## config.mk

```make
export PLATFORM = sky130hd
export DESIGN_NAME = sram_arbiter_flat
export DESIGN_NICKNAME = d
export VERILOG_FILES = /design/src/rtl/sram_arbiter_if.sv /design/src/rtl/sram_arbiter.sv /design/src/flat_wrapper.sv
export SDC_FILE = /design/constraint.sdc
export NUM_CORES = 1
export LEC_CHECK = 0
export CORE_ASPECT_RATIO = 0.7
export CORE_MARGIN = 2
export CORE_UTILIZATION = 25
export CTS_CLUSTER_DIAMETER = 60
export DETAILED_ROUTE_END_ITERATION = 16
export DONT_BUFFER_PORTS = 1
export GPL_TIMING_DRIVEN = 0
export HOLD_SLACK_MARGIN = 0.05
export SKIP_LAST_GASP = 1
export SYNTH_ARGS = -nofsm -noshare
export SYNTH_HDL_FRONTEND = slang
export SYNTH_SLANG_ARGS = --single-unit
```

## constraint.sdc

```tcl
create_clock -name clk -period 5.16 [get_ports clk]
set_clock_uncertainty 0.15 [all_clocks]
set_input_delay 0.516 -clock clk [delete_from_list [all_inputs] [get_ports clk]]
set_output_delay 0.516 -clock clk [all_outputs]
set_load 0.01 [all_outputs]
```

## src/rtl/sram_arbiter_if.sv

```systemverilog
`default_nettype none
// ============================================================================
//  Module      : sram_arbiter_if
//  Description : Bundles the fetch port, the memory-stage port and the SRAM
//                pin-side signals of the SRAM arbiter. The slave modport is
//                the arbiter's view; the master modport is the view of
//                whatever surrounds it (core plus board SRAM).
//  Revision    : 1.0 - initial release
// ============================================================================
interface sram_arbiter_if #(
    parameter int ADDR_W = 20
);
    // Instruction-fetch port (read only)
    logic              if_req_i;
    logic [ADDR_W-1:0] if_addr_i;
    logic [31:0]       if_rdata_o;
    logic              if_ack_o;

    // Memory-stage port (read/write with byte enables)
    logic              mem_req_i;
    logic              mem_we_i;
    logic [3:0]        mem_be_i;
    logic [ADDR_W-1:0] mem_addr_i;
    logic [31:0]       mem_wdata_i;
    logic [31:0]       mem_rdata_o;
    logic              mem_ack_o;

    // SRAM pin side
    logic [ADDR_W-1:0] sram_addr_o;
    logic [31:0]       sram_wdata_o;
    logic              sram_wdata_oe_o;
    logic [31:0]       sram_rdata_i;
    logic              sram_ce_n_o;
    logic              sram_oe_n_o;
    logic              sram_we_n_o;
    logic [3:0]        sram_be_n_o;

    // Status
    logic              busy_o;

    modport slave (
        input  if_req_i, if_addr_i,
        output if_rdata_o, if_ack_o,
        input  mem_req_i, mem_we_i, mem_be_i, mem_addr_i, mem_wdata_i,
        output mem_rdata_o, mem_ack_o,
        output sram_addr_o, sram_wdata_o, sram_wdata_oe_o,
        input  sram_rdata_i,
        output sram_ce_n_o, sram_oe_n_o, sram_we_n_o, sram_be_n_o,
        output busy_o
    );

    modport master (
        output if_req_i, if_addr_i,
        input  if_rdata_o, if_ack_o,
        output mem_req_i, mem_we_i, mem_be_i, mem_addr_i, mem_wdata_i,
        input  mem_rdata_o, mem_ack_o,
        input  sram_addr_o, sram_wdata_o, sram_wdata_oe_o,
        output sram_rdata_i,
        input  sram_ce_n_o, sram_oe_n_o, sram_we_n_o, sram_be_n_o,
        input  busy_o
    );
endinterface
`default_nettype wire

```

## src/rtl/sram_arbiter.sv

```systemverilog
`default_nettype none
// ============================================================================
//  Module      : sram_arbiter
//  Description : Two-port arbiter and access sequencer for one asynchronous
//                32-bit SRAM. Grants the SRAM to the fetch port or the
//                memory-stage port, sequences multi-cycle read/write strobes
//                and returns a one-cycle acknowledge per completed access.
//                Every output comes straight from a register.
//  Revision    : 1.0 - initial release
// ============================================================================
module sram_arbiter #(
    parameter int ADDR_W    = 20,
    parameter int RD_CYCLES = 2,
    parameter int WR_CYCLES = 2
) (
    input  wire logic       clk,
    input  wire logic       rst,
    sram_arbiter_if.slave   bus
);

    localparam int MAX_CYC = (RD_CYCLES > WR_CYCLES) ? RD_CYCLES : WR_CYCLES;
    localparam int CNT_W   = (MAX_CYC > 1) ? $clog2(MAX_CYC) : 1;
    localparam logic [CNT_W-1:0] RD_LAST = CNT_W'(RD_CYCLES - 1);
    localparam logic [CNT_W-1:0] WR_LAST = CNT_W'(WR_CYCLES - 1);

    // Port encoding for the grant and last-grant flags
    localparam logic PORT_IF  = 1'b0;
    localparam logic PORT_MEM = 1'b1;

    typedef enum logic [2:0] {
        ST_IDLE     = 3'd0,
        ST_RD       = 3'd1,
        ST_WR_SETUP = 3'd2,
        ST_WR_PULSE = 3'd3,
        ST_WR_HOLD  = 3'd4,
        ST_DONE     = 3'd5
    } state_t;

    state_t            state_q, state_d;
    logic [CNT_W-1:0]  cnt_q, cnt_d;
    logic              gnt_q, gnt_d;
    logic              last_q, last_d;
    logic [ADDR_W-1:0] addr_q, addr_d;
    logic [31:0]       wdata_q, wdata_d;
    logic [3:0]        be_n_q, be_n_d;
    logic              ce_n_q, ce_n_d;
    logic              oe_n_q, oe_n_d;
    logic              we_n_q, we_n_d;
    logic              wdoe_q, wdoe_d;
    logic              if_ack_q, if_ack_d;
    logic              mem_ack_q, mem_ack_d;
    logic [31:0]       if_rdata_q, if_rdata_d;
    logic [31:0]       mem_rdata_q, mem_rdata_d;
    logic              busy_q, busy_d;

    // MEM wins when it is the only requester, or on contention if IF went last
    logic              grant_mem;
    assign grant_mem = bus.mem_req_i && (!bus.if_req_i || (last_q == PORT_IF));

    // State register plus every registered output; reset forces the idle pin state
    always_ff @(posedge clk or posedge rst) begin
        if (rst) begin
            state_q     <= ST_IDLE;
            cnt_q       <= '0;
            gnt_q       <= PORT_IF;
            last_q      <= PORT_IF;
            addr_q      <= '0;
            wdata_q     <= '0;
            be_n_q      <= 4'hF;
            ce_n_q      <= 1'b1;
            oe_n_q      <= 1'b1;
            we_n_q      <= 1'b1;
            wdoe_q      <= 1'b0;
            if_ack_q    <= 1'b0;
            mem_ack_q   <= 1'b0;
            if_rdata_q  <= '0;
            mem_rdata_q <= '0;
            busy_q      <= 1'b0;
        end else begin
            state_q     <= state_d;
            cnt_q       <= cnt_d;
            gnt_q       <= gnt_d;
            last_q      <= last_d;
            addr_q      <= addr_d;
            wdata_q     <= wdata_d;
            be_n_q      <= be_n_d;
            ce_n_q      <= ce_n_d;
            oe_n_q      <= oe_n_d;
            we_n_q      <= we_n_d;
            wdoe_q      <= wdoe_d;
            if_ack_q    <= if_ack_d;
            mem_ack_q   <= mem_ack_d;
            if_rdata_q  <= if_rdata_d;
            mem_rdata_q <= mem_rdata_d;
            busy_q      <= busy_d;
        end
    end

    // Next state and the pin values that state will present (outputs are registered)
    always_comb begin
        state_d     = state_q;
        cnt_d       = cnt_q;
        gnt_d       = gnt_q;
        last_d      = last_q;
        addr_d      = addr_q;
        wdata_d     = wdata_q;
        be_n_d      = 4'hF;
        ce_n_d      = 1'b1;
        oe_n_d      = 1'b1;
        we_n_d      = 1'b1;
        wdoe_d      = 1'b0;
        if_ack_d    = 1'b0;
        mem_ack_d   = 1'b0;
        if_rdata_d  = if_rdata_q;
        mem_rdata_d = mem_rdata_q;

        case (state_q)
            ST_IDLE: begin
                cnt_d = '0;
                if (bus.if_req_i || bus.mem_req_i) begin
                    gnt_d = grant_mem ? PORT_MEM : PORT_IF;
                    if (grant_mem) begin
                        addr_d  = bus.mem_addr_i;
                        wdata_d = bus.mem_wdata_i;
                    end else begin
                        addr_d  = bus.if_addr_i;
                    end
                    if (grant_mem && bus.mem_we_i) begin
                        if (bus.mem_be_i != 4'b0000) begin
                            state_d = ST_WR_SETUP;
                            ce_n_d  = 1'b0;
                            wdoe_d  = 1'b1;
                            be_n_d  = ~bus.mem_be_i;
                        end else begin
                            // Nothing to write: acknowledge without touching the SRAM
                            state_d   = ST_DONE;
                            mem_ack_d = 1'b1;
                        end
                    end else begin
                        state_d = ST_RD;
                        ce_n_d  = 1'b0;
                        oe_n_d  = 1'b0;
                        be_n_d  = 4'b0000;
                    end
                end
            end

            ST_RD: begin
                if (cnt_q == RD_LAST) begin
                    // Last read cycle: data has settled, capture it for the owner
                    state_d = ST_DONE;
                    if (gnt_q == PORT_MEM) begin
                        mem_rdata_d = bus.sram_rdata_i;
                        mem_ack_d   = 1'b1;
                    end else begin
                        if_rdata_d  = bus.sram_rdata_i;
                        if_ack_d    = 1'b1;
                    end
                end else begin
                    cnt_d  = cnt_q + 1'b1;
                    ce_n_d = 1'b0;
                    oe_n_d = 1'b0;
                    be_n_d = 4'b0000;
                end
            end

            ST_WR_SETUP: begin
                state_d = ST_WR_PULSE;
                cnt_d   = '0;
                ce_n_d  = 1'b0;
                we_n_d  = 1'b0;
                wdoe_d  = 1'b1;
                be_n_d  = be_n_q;
            end

            ST_WR_PULSE: begin
                ce_n_d = 1'b0;
                wdoe_d = 1'b1;
                be_n_d = be_n_q;
                if (cnt_q == WR_LAST) begin
                    state_d = ST_WR_HOLD;
                end else begin
                    cnt_d  = cnt_q + 1'b1;
                    we_n_d = 1'b0;
                end
            end

            ST_WR_HOLD: begin
                state_d   = ST_DONE;
                mem_ack_d = 1'b1;
            end

            ST_DONE: begin
                state_d = ST_IDLE;
                last_d  = gnt_q;
            end

            default: begin
                state_d = ST_IDLE;
            end
        endcase

        busy_d = (state_d != ST_IDLE);
    end

    assign bus.if_rdata_o      = if_rdata_q;
    assign bus.if_ack_o        = if_ack_q;
    assign bus.mem_rdata_o     = mem_rdata_q;
    assign bus.mem_ack_o       = mem_ack_q;
    assign bus.sram_addr_o     = addr_q;
    assign bus.sram_wdata_o    = wdata_q;
    assign bus.sram_wdata_oe_o = wdoe_q;
    assign bus.sram_ce_n_o     = ce_n_q;
    assign bus.sram_oe_n_o     = oe_n_q;
    assign bus.sram_we_n_o     = we_n_q;
    assign bus.sram_be_n_o     = be_n_q;
    assign bus.busy_o          = busy_q;

endmodule
`default_nettype wire
```

## src/flat_wrapper.sv

```systemverilog
// flat-port wrapper written by rule: the top's interface ports become plain ports
module sram_arbiter_flat 
#(
    parameter int ADDR_W    = 20,
    parameter int RD_CYCLES = 2,
    parameter int WR_CYCLES = 2
)
  (clk, rst, bus_if_req_i, bus_if_addr_i, bus_if_rdata_o, bus_if_ack_o, bus_mem_req_i, bus_mem_we_i, bus_mem_be_i, bus_mem_addr_i, bus_mem_wdata_i, bus_mem_rdata_o, bus_mem_ack_o, bus_sram_addr_o, bus_sram_wdata_o, bus_sram_wdata_oe_o, bus_sram_rdata_i, bus_sram_ce_n_o, bus_sram_oe_n_o, bus_sram_we_n_o, bus_sram_be_n_o, bus_busy_o);
  sram_arbiter_if #(.ADDR_W(ADDR_W)) bus_i ();
  input  wire logic clk;
  input  wire logic rst;
  input wire logic [$bits(bus_i.if_req_i)-1:0] bus_if_req_i;
  input wire logic [$bits(bus_i.if_addr_i)-1:0] bus_if_addr_i;
  output wire logic [$bits(bus_i.if_rdata_o)-1:0] bus_if_rdata_o;
  output wire logic [$bits(bus_i.if_ack_o)-1:0] bus_if_ack_o;
  input wire logic [$bits(bus_i.mem_req_i)-1:0] bus_mem_req_i;
  input wire logic [$bits(bus_i.mem_we_i)-1:0] bus_mem_we_i;
  input wire logic [$bits(bus_i.mem_be_i)-1:0] bus_mem_be_i;
  input wire logic [$bits(bus_i.mem_addr_i)-1:0] bus_mem_addr_i;
  input wire logic [$bits(bus_i.mem_wdata_i)-1:0] bus_mem_wdata_i;
  output wire logic [$bits(bus_i.mem_rdata_o)-1:0] bus_mem_rdata_o;
  output wire logic [$bits(bus_i.mem_ack_o)-1:0] bus_mem_ack_o;
  output wire logic [$bits(bus_i.sram_addr_o)-1:0] bus_sram_addr_o;
  output wire logic [$bits(bus_i.sram_wdata_o)-1:0] bus_sram_wdata_o;
  output wire logic [$bits(bus_i.sram_wdata_oe_o)-1:0] bus_sram_wdata_oe_o;
  input wire logic [$bits(bus_i.sram_rdata_i)-1:0] bus_sram_rdata_i;
  output wire logic [$bits(bus_i.sram_ce_n_o)-1:0] bus_sram_ce_n_o;
  output wire logic [$bits(bus_i.sram_oe_n_o)-1:0] bus_sram_oe_n_o;
  output wire logic [$bits(bus_i.sram_we_n_o)-1:0] bus_sram_we_n_o;
  output wire logic [$bits(bus_i.sram_be_n_o)-1:0] bus_sram_be_n_o;
  output wire logic [$bits(bus_i.busy_o)-1:0] bus_busy_o;
  assign bus_i.if_req_i = bus_if_req_i;
  assign bus_i.if_addr_i = bus_if_addr_i;
  assign bus_if_rdata_o = bus_i.if_rdata_o;
  assign bus_if_ack_o = bus_i.if_ack_o;
  assign bus_i.mem_req_i = bus_mem_req_i;
  assign bus_i.mem_we_i = bus_mem_we_i;
  assign bus_i.mem_be_i = bus_mem_be_i;
  assign bus_i.mem_addr_i = bus_mem_addr_i;
  assign bus_i.mem_wdata_i = bus_mem_wdata_i;
  assign bus_mem_rdata_o = bus_i.mem_rdata_o;
  assign bus_mem_ack_o = bus_i.mem_ack_o;
  assign bus_sram_addr_o = bus_i.sram_addr_o;
  assign bus_sram_wdata_o = bus_i.sram_wdata_o;
  assign bus_sram_wdata_oe_o = bus_i.sram_wdata_oe_o;
  assign bus_i.sram_rdata_i = bus_sram_rdata_i;
  assign bus_sram_ce_n_o = bus_i.sram_ce_n_o;
  assign bus_sram_oe_n_o = bus_i.sram_oe_n_o;
  assign bus_sram_we_n_o = bus_i.sram_we_n_o;
  assign bus_sram_be_n_o = bus_i.sram_be_n_o;
  assign bus_busy_o = bus_i.busy_o;
  sram_arbiter #(.ADDR_W(ADDR_W), .RD_CYCLES(RD_CYCLES), .WR_CYCLES(WR_CYCLES)) u_core (.clk(clk), .rst(rst), .bus(bus_i));
endmodule
```

==> results.py, run 1 <==
metrics = {
    "run_status": {
        "outcome": "completed",
    },
    "worst_hold_path": {
        "hold_class": "input port to flip-flop",
        "hold_depth": 1,
    },
    "yosys": {
        "syn-cell-area_sq_mm": 0.00535,
        "yosysTopAreaCell": "dfrtp_1",
        "syn_inst": 361,
        "synth_area_leaders": "dfrtp_1 (59%), mux2_2 (15%), mux2_4 (8.1%)",
        "synth_nets": 474,
        "synth_cell_types": 34,
        "ys_ff_latch": 133,
        "ys_seq_area_share_pct": 62.3,
        "synth_top_area_share_pct": 58.9,
        "yosysWarnings": 0,
        "synth.avg_cell_area_sq_um": 14.8,
    },
    "final_layout": {
        "instances_no_fill": 670,
        "fill_cells": 2075,
        "final_common_cell": "dfrtp_1",
        "post-route-util_pct": 30.5,
        "seq_area_sq_mm": 0.00334,
        "stdcell_area_sq_mm": 0.00635,
        "syn2layout_area_growth_pct": 18.7,
        "drive_above_1_share_pct": 39.9,
        "final_cell_mix": "dfrtp_1 (126), mux2_2 (69), mux2_4 (29), a21oi_1 (27), nor2_1 (22)",
        "fin_nets": 495,
        "multi_input_area_sq_mm": 0.00188,
    },
    "placement": {
        "dpl_cell_area_sq_mm": 0.00573,
        "portBuffers": 0,
        "place_inst": 638,
        "place_worst_setup_slack_ns": 2.84,
        "routabilityCongestion": 0.801,
        "dpl.hpwl_mm": 9.33,
    },
    "run": {
        "max-cap-violations": 0,
    },
    "route": {
        "firstDrtPassIters": 4,
        "wl_per_cell_microns": 18.8,
        "ant_nets": 0,
        "drc": 0,
        "drt_iter0_markers": 110,
        "viasPerCell": 4.45,
        "finalWirelength_mm": 12.6,
        "via_count": 2979,
    },
    "power": {
        "vdd_drop_max_v": 0.000199,
        "power.total_mw": 4.70,
        "power_density_mw_per_mm2": 739,
        "p_leak_nw": 2.77,
    },
    "cts": {
        "cts_tree": "done",
        "cts_buffers": 17,
        "clockBufferDepth": 2,
        "clk_pin_slew_worst_paths_ns": 0.06,
        "clkSinkCount": 133,
        "htreeDepth": 4,
        "insertion_delay_ns": 0.40,
        "clockRootBuffer": "clkbuf_16",
        "cts_resized": 0,
    },
    "grt": {
        "grt_pass1_vias": 3383,
        "grt_pass1_wl_mm": 19.1,
        "antenna_found_initial": 1,
        "grtUsageTotal_pct": 11.3,
        "grt_overflow": 0,
        "grt_max_degree": 75,
    },
    "timing": {
        "min_period_over_period_pct": 42.6,
        "relSlewSlack_pct": 56.6,
        "fin_ws_ns": 2.96,
        "period_needed_ns": 2.20,
        "holdWs_ns": 0.101,
        "rsz0062_at_grt": "false",
        "finalSetupViolCount": 0,
        "tns_ns": 0,
        "slew_viol_final": 0,
        "hold_viol": 0,
        "fmax_mhz": 455,
        "tightest_slew_ns": 0.646,
    },
    "die": {
        "row_count": 44,
        "core_area_sq_mm": 0.0209,
        "die_x_microns": 179,
        "fp.dieH_microns": 126,
        "num_io_pins": 240,
        "fp.dieArea_sq_mm": 0.0226,
        "initial_utilization_pct": 25.7,
    },
    "critical_path": {
        "crit_arrival_ns": 2.34,
        "path_depth": 5,
        "worstPathMaxFanout": 10,
        "cp_num_buf_inv": 2,
        "crit_required_ns": 5.30,
        "cp-start-kind": "flip-flop",
        "cp_slowest_cell": "nor3_2",
        "cp_cell_sequence": "inv_2, nand3_2, nor3_2, buf_2, mux2_2",
        "crit_path_end_kind": "flip-flop",
        "r2r_cells": 5,
        "path_delay_family": "simple AND/OR/NAND/NOR gates",
        "cpPeakStageDelay_ns": 0.50,
        "path_class": "flip-flop to flip-flop",
    },
}
-- area by class of cell --
cell class              instances  area share, %
clock buffers                  17           6.70
multi-input cells             202           29.6
diodes                          1         0.0394
well taps                     276           5.44
flip-flops and latches        133           52.5
repair buffers                  2          0.591
clock inverters                13           2.89
inverters                       6          0.433
plain buffers                  20           1.77
-- repair_timing --
item / 4_1_cts / 5_1_grt
setup buffers: 0 / 0
hold endpoints to repair: 59 / 0
setup endpoints to repair: 0 / 0
hold buffers: 1 / 0
-- sequential cells by signal, indices dropped and copies added, names as in the netlist, 3 cells and up --
register                 cells
u_core.bus.if_rdata_o       32
u_core.bus.mem_rdata_o      32
u_core.bus.sram_addr_o      20
u_core.bus.sram_be_n_o       4
u_core.bus.sram_wdata_o     32
u_core.state_q               3
-- worst paths after layout --
| path | from | end | slack [ns] |
|---|---|---|---|
| worst max register to register | u_core.state_q[1] | u_core.bus.if_rdata_o[6] | 2.96 |
| max in group asynchronous | rst | u_core.bus.sram_we_n_o | 3.56 |
| min in group asynchronous | rst | u_core.bus.mem_rdata_o[6] | 0.52 |
| worst max-delay path | u_core.state_q[1] | u_core.bus.if_rdata_o[6] | 2.96 |
| worst min-delay path | bus_sram_rdata_i[21] | u_core.bus.mem_rdata_o[21] | 0.10 |
| worst min register to register | u_core.last_q | u_core.last_q | 0.39 |
-- Yosys cell counts --
cell type	n
dfrtp_1	126
mux2_2	69
mux2_4	29
a21oi_1	27
nor2_1	22
mux2i_1	20
buf_2	12
dfstp_2	7
nand2_1	6
inv_1	5
a221o_1	4
o21ai_0	4
buf_6	3
clkbuf_1	3
nand3b_1	3
buf_1	2
or3_1	2
a211o_1	1
a21boi_2	1
a22o_1	1
a311o_1	1
a31oi_1	1
inv_2	1
nand2b_1	1
nand3_1	1
nand3_2	1
nor3_2	1
nor4_1	1
nor4_2	1
o211ai_1	1
o21ai_1	1
o41ai_1	1
or3b_1	1
xnor2_1	1
-- routing by layer --
layer / vias up / track usage [%] / wire, microns
li1: 1315 / - / -
met1: 1495 / 12.8 / 4960
met2: 157 / 19.0 / 6240
met3: 12 / 4.65 / 1270
met4: 0 / 3.87 / 128
met5: - / 0 / 0
-- cells by family after synthesis --
group / Yosys count / synth area share [%]
AOI/OAI and AO/OA: 43 / 4.88
DFF: 133 / 62.3
buffers and inverters: 26 / 2.52
xor gates and xnor gates: 1 / 0.164
muxes: 118 / 26.4
and+or+nand+nor: 40 / 3.72
-- power breakdown --
group | switching [mW] | internal (mW) | total, mW
combinational | 0.507 | 0.695 | 1.20
clock | 0.457 | 0.803 | 1.26
sequential | 0.634 | 1.60 | 2.24
No activity file was read; power rests on OpenSTA's default activity.
==> run 2, diff against run 1 <==
--- a/config.mk
+++ b/config.mk
@@ -5,6 +5,7 @@
 export SDC_FILE = /design/constraint.sdc
 export NUM_CORES = 1
 export LEC_CHECK = 0
+export ABC_AREA = 1
 export CORE_ASPECT_RATIO = 0.7
 export CORE_MARGIN = 2
 export CORE_UTILIZATION = 25
==> constraint.sdc (replaced) <==
create_clock -name clk -period 1.8 [get_ports clk]
set_clock_uncertainty 0.15 [all_clocks]
set_input_delay 0.18 -clock clk [delete_from_list [all_inputs] [get_ports clk]]
set_output_delay 0.18 -clock clk [all_outputs]
set_load 0.01 [all_outputs]
==> run 2 against run 1 <==
Maximum frequency rose by 28%. Design area rose by 24%. First-iteration DRC count rose by 87%. Critical path depth rose by 3. Cell count rose by 52%. Wire length rose by 35%. Power rose to 3.1 times the previous value. Via count rose by 53%. Setup slack got worse by 2.9 ns. Sequential power rose to 2.9 times the previous value. Clock power rose to 3.2 times the previous value.
==> results.py, run 2 <==
metrics = {
    "placement": {
        "place_worst_setup_slack_ns": -0.0406,
        "dpl.hpwl_mm": 11.5,
        "portBuffers": 0,
        "place_inst": 871,
        "routabilityCongestion": 0.788,
    },
    "die": {
        "num_io_pins": 240,
        "die_x_microns": 183,
        "fp.dieArea_sq_mm": 0.0237,
        "initial_utilization_pct": 25.7,
        "row_count": 45,
        "core_area_sq_mm": 0.0218,
        "fp.dieH_microns": 129,
    },
    "run_status": {
        "outcome": "completed",
    },
    "timing": {
        "slew_viol_final": 0,
        "relSlewSlack_pct": 61.2,
        "hold_viol": 0,
        "tightest_slew_ns": 0.581,
        "fmax_mhz": 583,
        "min_period_over_period_pct": 95.3,
        "finalSetupViolCount": 0,
        "holdWs_ns": 0.102,
        "fin_ws_ns": 0.0851,
        "rsz0062_at_grt": "true",
        "period_needed_ns": 1.71,
    },
    "yosys": {
        "synthFlopType": "dfrtp_1",
        "synth_edf_count": 0,
        "syn-cell-area_sq_mm": 0.00561,
        "yosysMostFrequentCell": "nand2_1",
        "syn_inst": 586,
        "synth_cell_types": 21,
        "async_reset_ff_share_pct": 100,
        "ys_seq_area_share_pct": 59.5,
        "synth_area_leaders": "dfrtp_1 (56%), nand2_1 (12%), o21ai_2 (8.3%)",
        "ys_ff_latch": 133,
        "yosysTopAreaCell": "dfrtp_1",
        "synth.avg_cell_area_sq_um": 9.57,
        "yosysWarnings": 0,
        "synth_top_area_share_pct": 56.2,
        "synth_commonest_cells": "nand2_1 (179), dfrtp_1 (126), o21ai_2 (53)",
        "synth_nets": 699,
    },
    "route": {
        "via_count": 4551,
        "ant_nets": 0,
        "drc": 0,
        "wl_per_cell_microns": 16.7,
        "finalWirelength_mm": 17.0,
        "viasPerCell": 4.47,
        "drt_iter0_markers": 206,
        "firstDrtPassIters": 5,
    },
    "critical_path": {
        "cpPeakStageDelay_ns": 0.44,
        "path_class": "flip-flop to flip-flop",
        "cp-start-kind": "flip-flop",
        "cp_cell_sequence": "inv_4, nand2_2, nor2_4, buf_8, inv_2, buf_4, nand2_1, o21ai_1",
        "crit_arrival_ns": 1.86,
        "crit_required_ns": 1.94,
        "crit_path_end_kind": "flip-flop",
        "worstPathMaxFanout": 10,
        "cp_slowest_cell": "dfrtp_1",
    },
    "power": {
        "switchingPower_mw": 5.64,
        "p_leak_nw": 3.78,
        "swShare_pct": 38.9,
        "power_frac_comb_pct": 28.4,
        "intPower_mw": 8.85,
        "power_density_mw_per_mm2": 1840,
        "pwr-share-clk_pct": 27.4,
        "power_frac_seq_pct": 44.3,
        "vdd_drop_max_v": 0.000908,
    },
    "grt": {
        "grt_pass1_vias": 4758,
        "grt_pass1_wl_mm": 26.3,
        "grt_max_degree": 40,
        "antenna_found_initial": 0,
        "grt_overflow": 0,
        "grtUsageTotal_pct": 14.7,
    },
    "cts": {
        "clockBufferDepth": 2,
        "clockRootBuffer": "clkbuf_16",
        "clkSinkCount": 133,
        "htreeDepth": 4,
        "cts_tree": "done",
        "cts_buffers": 17,
        "clk_pin_slew_worst_paths_ns": 0.06,
        "post-cts-setup-buffers": 0,
        "insertion_delay_ns": 0.42,
    },
    "final_layout": {
        "drive_above_1_share_pct": 19.3,
        "syn2layout_area_growth_pct": 40.7,
        "antenna_cells": 0,
        "fin_nets": 835,
        "post-route-util_pct": 36.1,
        "instances_no_fill": 1017,
        "final_common_cell": "nand2_1",
        "final_cell_mix": "nand2_1 (177), dfrtp_1 (124), dlygate4sd3_1 (113), o21ai_2 (53), nand3_1 (44)",
    },
    "run": {
        "max-cap-violations": 0,
    },
    "worst_hold_path": {
        "hold_class": "input port to flip-flop",
    },
}
==> run 2: cell types whose count changed after synthesis, moves of 26 or more <==
cell and delta:
nand2_1 +173, mux2_2 -69, o21ai_2 +53, nand3_1 +43
inv_1 +39, mux2_4 -29, a21oi_1 -27, o21ai_0 +26
==> run 2: layout make-up <==
| type | count | area [sq um] |
|---|---|---|
| fill | 2167 | 14000 |
| sequential | 133 | 3340 |
| multi-input combinational | 371 | 1850 |
| timing repair buffer | 117 | 1220 |
| clock buffer | 21 | 480 |
| tap | 282 | 353 |
| buffer | 32 | 268 |
| clock inverter | 11 | 195 |
| inverter | 50 | 194 |
==> run 2: critical path: cells and delay by family, from the launching register on <==
kind                   cells  cell delay (ns)
DFF                        1             0.44
and+or+nand+nor            3             0.39
AOI/OAI and AO/OA          1             0.08
buffers and inverters      4             0.52
==> run 2: layer usage <==
| metal | routed length, microns | GRT usage, % | part of all wire (%) | up-vias |
|---|---|---|---|---|
| met5 | 0 | 0 | 0 | - |
| met4 | 312 | 6.26 | 1.8 | 0 |
| met3 | 1180 | 5.20 | 7.0 | 34 |
| met2 | 7960 | 23.6 | 47 | 166 |
| met1 | 7530 | 18.0 | 44 | 2197 |
| li1 | - | - | - | 2154 |
==> run 2: timing repair <==
action	CTS	global route
endpoints found under the hold margin	219	3
hold buffers	112	1
gates resized for setup	2	19
pin swaps	0	1
endpoints found under the setup margin	29	61
gates cloned	0	1
==> run 2: stage by stage <==
step | power (mW) | TNS, ns | cell area [sq um]
floorplan | 8.98 | -22.11 | 5610
global placement | 10.1 | -133.56 | 5960
detailed placement | 10.2 | -0.594 | 6020
CTS | 14.5 | 0 | 7830
global route | 15.5 | -0.00294 | 7890
finish | 14.5 | 0 | 7890
==> run 2: worst paths after layout <==
kind / startpoint / to / slack, ns / depth (start not counted)
worst max-delay path: u_core.state_q[2] / u_core.bus.sram_addr_o[16] / 0.09 / 8
worst min-delay path: bus_mem_req_i / u_core.bus.sram_addr_o[11] / 0.10 / 4
worst max register to register: u_core.state_q[2] / u_core.bus.sram_addr_o[16] / 0.09 / 8
worst min register to register: u_core.bus.sram_be_n_o[1] / u_core.bus.sram_be_n_o[1] / 0.34 / 2
max in group asynchronous: rst / u_core.bus.if_rdata_o[27] / 0.50 / 4
min in group asynchronous: rst / u_core.bus.mem_rdata_o[6] / 0.15 / 2
==> run 2: logic make-up after synthesis <==
group / synth area share (%)
buf+inv: 7.88
simple gates: 19.4
flops: 59.5
compound gates: 13.2
==> run 2: power by group through the flow <==
stage | combinational (mW) | sequential (mW) | clock (mW)
after floorplan | 3.00 | 5.98 | 0
after global placement | 3.67 | 6.42 | 0
after detailed placement | 3.81 | 6.42 | 0
after CTS | 4.01 | 6.41 | 4.06
after global routing | 4.70 | 6.60 | 4.20
final | 4.11 | 6.42 | 3.97
==> run 3, diff against run 2 <==
--- a/config.mk
+++ b/config.mk
@@ -6,6 +6,7 @@
 export NUM_CORES = 1
 export LEC_CHECK = 0
 export ABC_AREA = 1
+export CAP_MARGIN = 10
 export CORE_ASPECT_RATIO = 0.7
 export CORE_MARGIN = 2
 export CORE_UTILIZATION = 25
@@ -14,6 +15,7 @@
 export DONT_BUFFER_PORTS = 1
 export GPL_TIMING_DRIVEN = 0
 export HOLD_SLACK_MARGIN = 0.05
+export RECOVER_POWER = 100
 export SKIP_LAST_GASP = 1
 export SYNTH_ARGS = -nofsm -noshare
 export SYNTH_HDL_FRONTEND = slang
==> run 3 against run 2 <==
Design area is essentially flat. Via count grew 0.22%. Critical endpoint unchanged. Cell count is the same. Largest cell class unchanged. Wire length is essentially flat. Worst hold slack is essentially flat. Combinational power is essentially flat. Utilization is essentially flat. Power is the same. Largest power group unchanged.
==> results.py, run 3 (synthesized netlist as in run 2, its figures left out) <==
metrics = {
    "critical_path": {
        "cp_num_buf_inv": 4,
        "path_delay_family": "buffers and inverters",
        "crit_path_end_kind": "flip-flop",
        "crit_required_ns": 1.94,
        "worstPathMaxFanout": 10,
        "cp_cell_sequence": "inv_4, nand2_2, nor2_4, buf_8, inv_2, buf_4, nand2_1, o21ai_1",
        "critPathLaunch": "u_core.state_q[2]",
        "cp_slowest_cell": "dfrtp_1",
        "rr_startpoint": "u_core.state_q[2]",
        "cpPeakStageDelay_ns": 0.44,
        "crit_arrival_ns": 1.86,
        "cp-start-kind": "flip-flop",
        "path_class": "flip-flop to flip-flop",
    },
    "cts": {
        "clk_pin_slew_worst_paths_ns": 0.06,
        "cts_tree": "done",
        "clockRootBuffer": "clkbuf_16",
        "htreeDepth": 4,
        "clkSinkCount": 133,
        "insertion_delay_ns": 0.42,
        "cts_buffers": 17,
        "clockBufferDepth": 2,
    },
    "final_layout": {
        "post-route-util_pct": 36.1,
        "final_cell_mix": "nand2_1 (177), dfrtp_1 (124), dlygate4sd3_1 (113), o21ai_2 (53), nand3_1 (44)",
        "final_common_cell": "nand2_1",
        "antenna_cells": 0,
        "fin_nets": 835,
        "drive_above_1_share_pct": 19.3,
        "instances_no_fill": 1017,
        "syn2layout_area_growth_pct": 40.7,
    },
    "die": {
        "core_area_sq_mm": 0.0218,
        "fp.dieArea_sq_mm": 0.0237,
        "num_io_pins": 240,
        "initial_utilization_pct": 25.7,
        "die_x_microns": 183,
        "row_count": 45,
        "fp.dieH_microns": 129,
    },
    "power": {
        "intPower_mw": 8.85,
        "swShare_pct": 38.9,
        "vdd_drop_max_v": 0.000908,
        "power_frac_seq_pct": 44.3,
        "p_leak_nw": 3.78,
        "switchingPower_mw": 5.64,
        "power_frac_comb_pct": 28.4,
        "pwr-share-clk_pct": 27.4,
        "power_density_mw_per_mm2": 1840,
    },
    "grt": {
        "grtUsageTotal_pct": 14.7,
        "grt_max_degree": 40,
        "grt_overflow": 0,
        "antenna_found_initial": 0,
        "grt_pass1_wl_mm": 26.3,
        "grt_pass1_vias": 4758,
    },
    "route": {
        "drc": 0,
        "finalWirelength_mm": 17.0,
        "wl_per_cell_microns": 16.7,
        "via_count": 4561,
        "firstDrtPassIters": 5,
        "viasPerCell": 4.48,
        "ant_nets": 0,
        "drt_iter0_markers": 206,
    },
    "timing": {
        "rsz0062_at_grt": "true",
        "finalSetupViolCount": 0,
        "hold_viol": 0,
        "slew_viol_final": 0,
        "tns_ns": 0,
        "min_period_over_period_pct": 95.3,
        "period_needed_ns": 1.71,
        "relSlewSlack_pct": 21.0,
        "tightest_slew_ns": 1.18,
        "fmax_mhz": 583,
    },
    "placement": {
        "portBuffers": 0,
        "place_inst": 871,
        "routabilityCongestion": 0.788,
        "dpl.hpwl_mm": 11.5,
    },
    "run_status": {
        "outcome": "completed",
    },
    "run": {
        "max-cap-violations": 0,
    },
    "worst_hold_path": {
        "worstHoldStart": "bus_mem_req_i",
        "hold_class": "input port to flip-flop",
    },
}
run 3: cell types whose count changed in the layout (fill, tap and decap cells not counted):
cell	before	now
clkinvlp_2	0	1
clkinvlp_4	4	3
run 3: layout make-up:
class	instances	area, sq um
clock inverters	11	195
flip-flops and latches	133	3340
plain buffers	32	268
clock buffers	21	480
well taps	282	353
repair buffers	117	1220
multi-input cells	371	1850
fillers	2168	14000
inverters	50	191
run 3: path summary, 6_finish.rpt:
kind	endpoint	slack [ns]	cells after the start
max in group asynchronous	u_core.bus.if_rdata_o[27]	0.21	4
max	u_core.bus.sram_addr_o[16]	0.09	8
min reg2reg	u_core.bus.sram_be_n_o[1]	0.34	2
min in group asynchronous	u_core.bus.mem_rdata_o[6]	0.31	2
max reg2reg	u_core.bus.sram_addr_o[16]	0.09	8
min	u_core.bus.sram_addr_o[11]	0.10	4
run 3: power by group through the flow:
stage               clock (mW)  combinational [mW]  sequential, mW
finish                    3.97                4.11            6.42
global route              4.20                4.70            6.60
CTS                       4.06                4.01            6.41
detailed placement           0                3.81            6.42
global placement             0                3.67            6.42
floorplan                    0                3.00            5.98
run 3: worst register-to-register path: cells and delay by family (launching register included):
kind / cells / cell delay (ns)
buffers and inverters: 4 / 0.52
flip-flops: 1 / 0.44
AND/OR/NAND/NOR: 3 / 0.39
AO/OA/AOI/OAI: 1 / 0.08
run 3: what timing repair did:
action | CTS | global route
resized for setup | 2 | 19
cloned | 0 | 1
hold buffers | 112 | 1
hold endpoints to repair | 219 | 3
setup endpoints to repair | 29 | 61
pin swaps | 0 | 1
setup buffers | 0 | 0
run 3: through the flow:
stage	power, mW	cell area (sq um)	worst slack, ns	hold WS, ns
global placement	10.1	5960	-1.06	0.177
finish	14.5	7890	0.0851	0.102
global route	15.5	7890	-0.00294	0.127
floorplan	8.98	5610	-0.175	0.175
detailed placement	10.2	6020	-0.0406	-0.00661
CTS	14.5	7830	0.0427	0.0519
run 3: layer usage:
metal  part of all wire, %  track usage [%]  up-vias
met5                     0                0        -
met4                   1.9             6.26        0
met3                   6.9             5.20       38
met2                    47             23.6      165
met1                    44             18.0     2204
li1                      -                -     2154
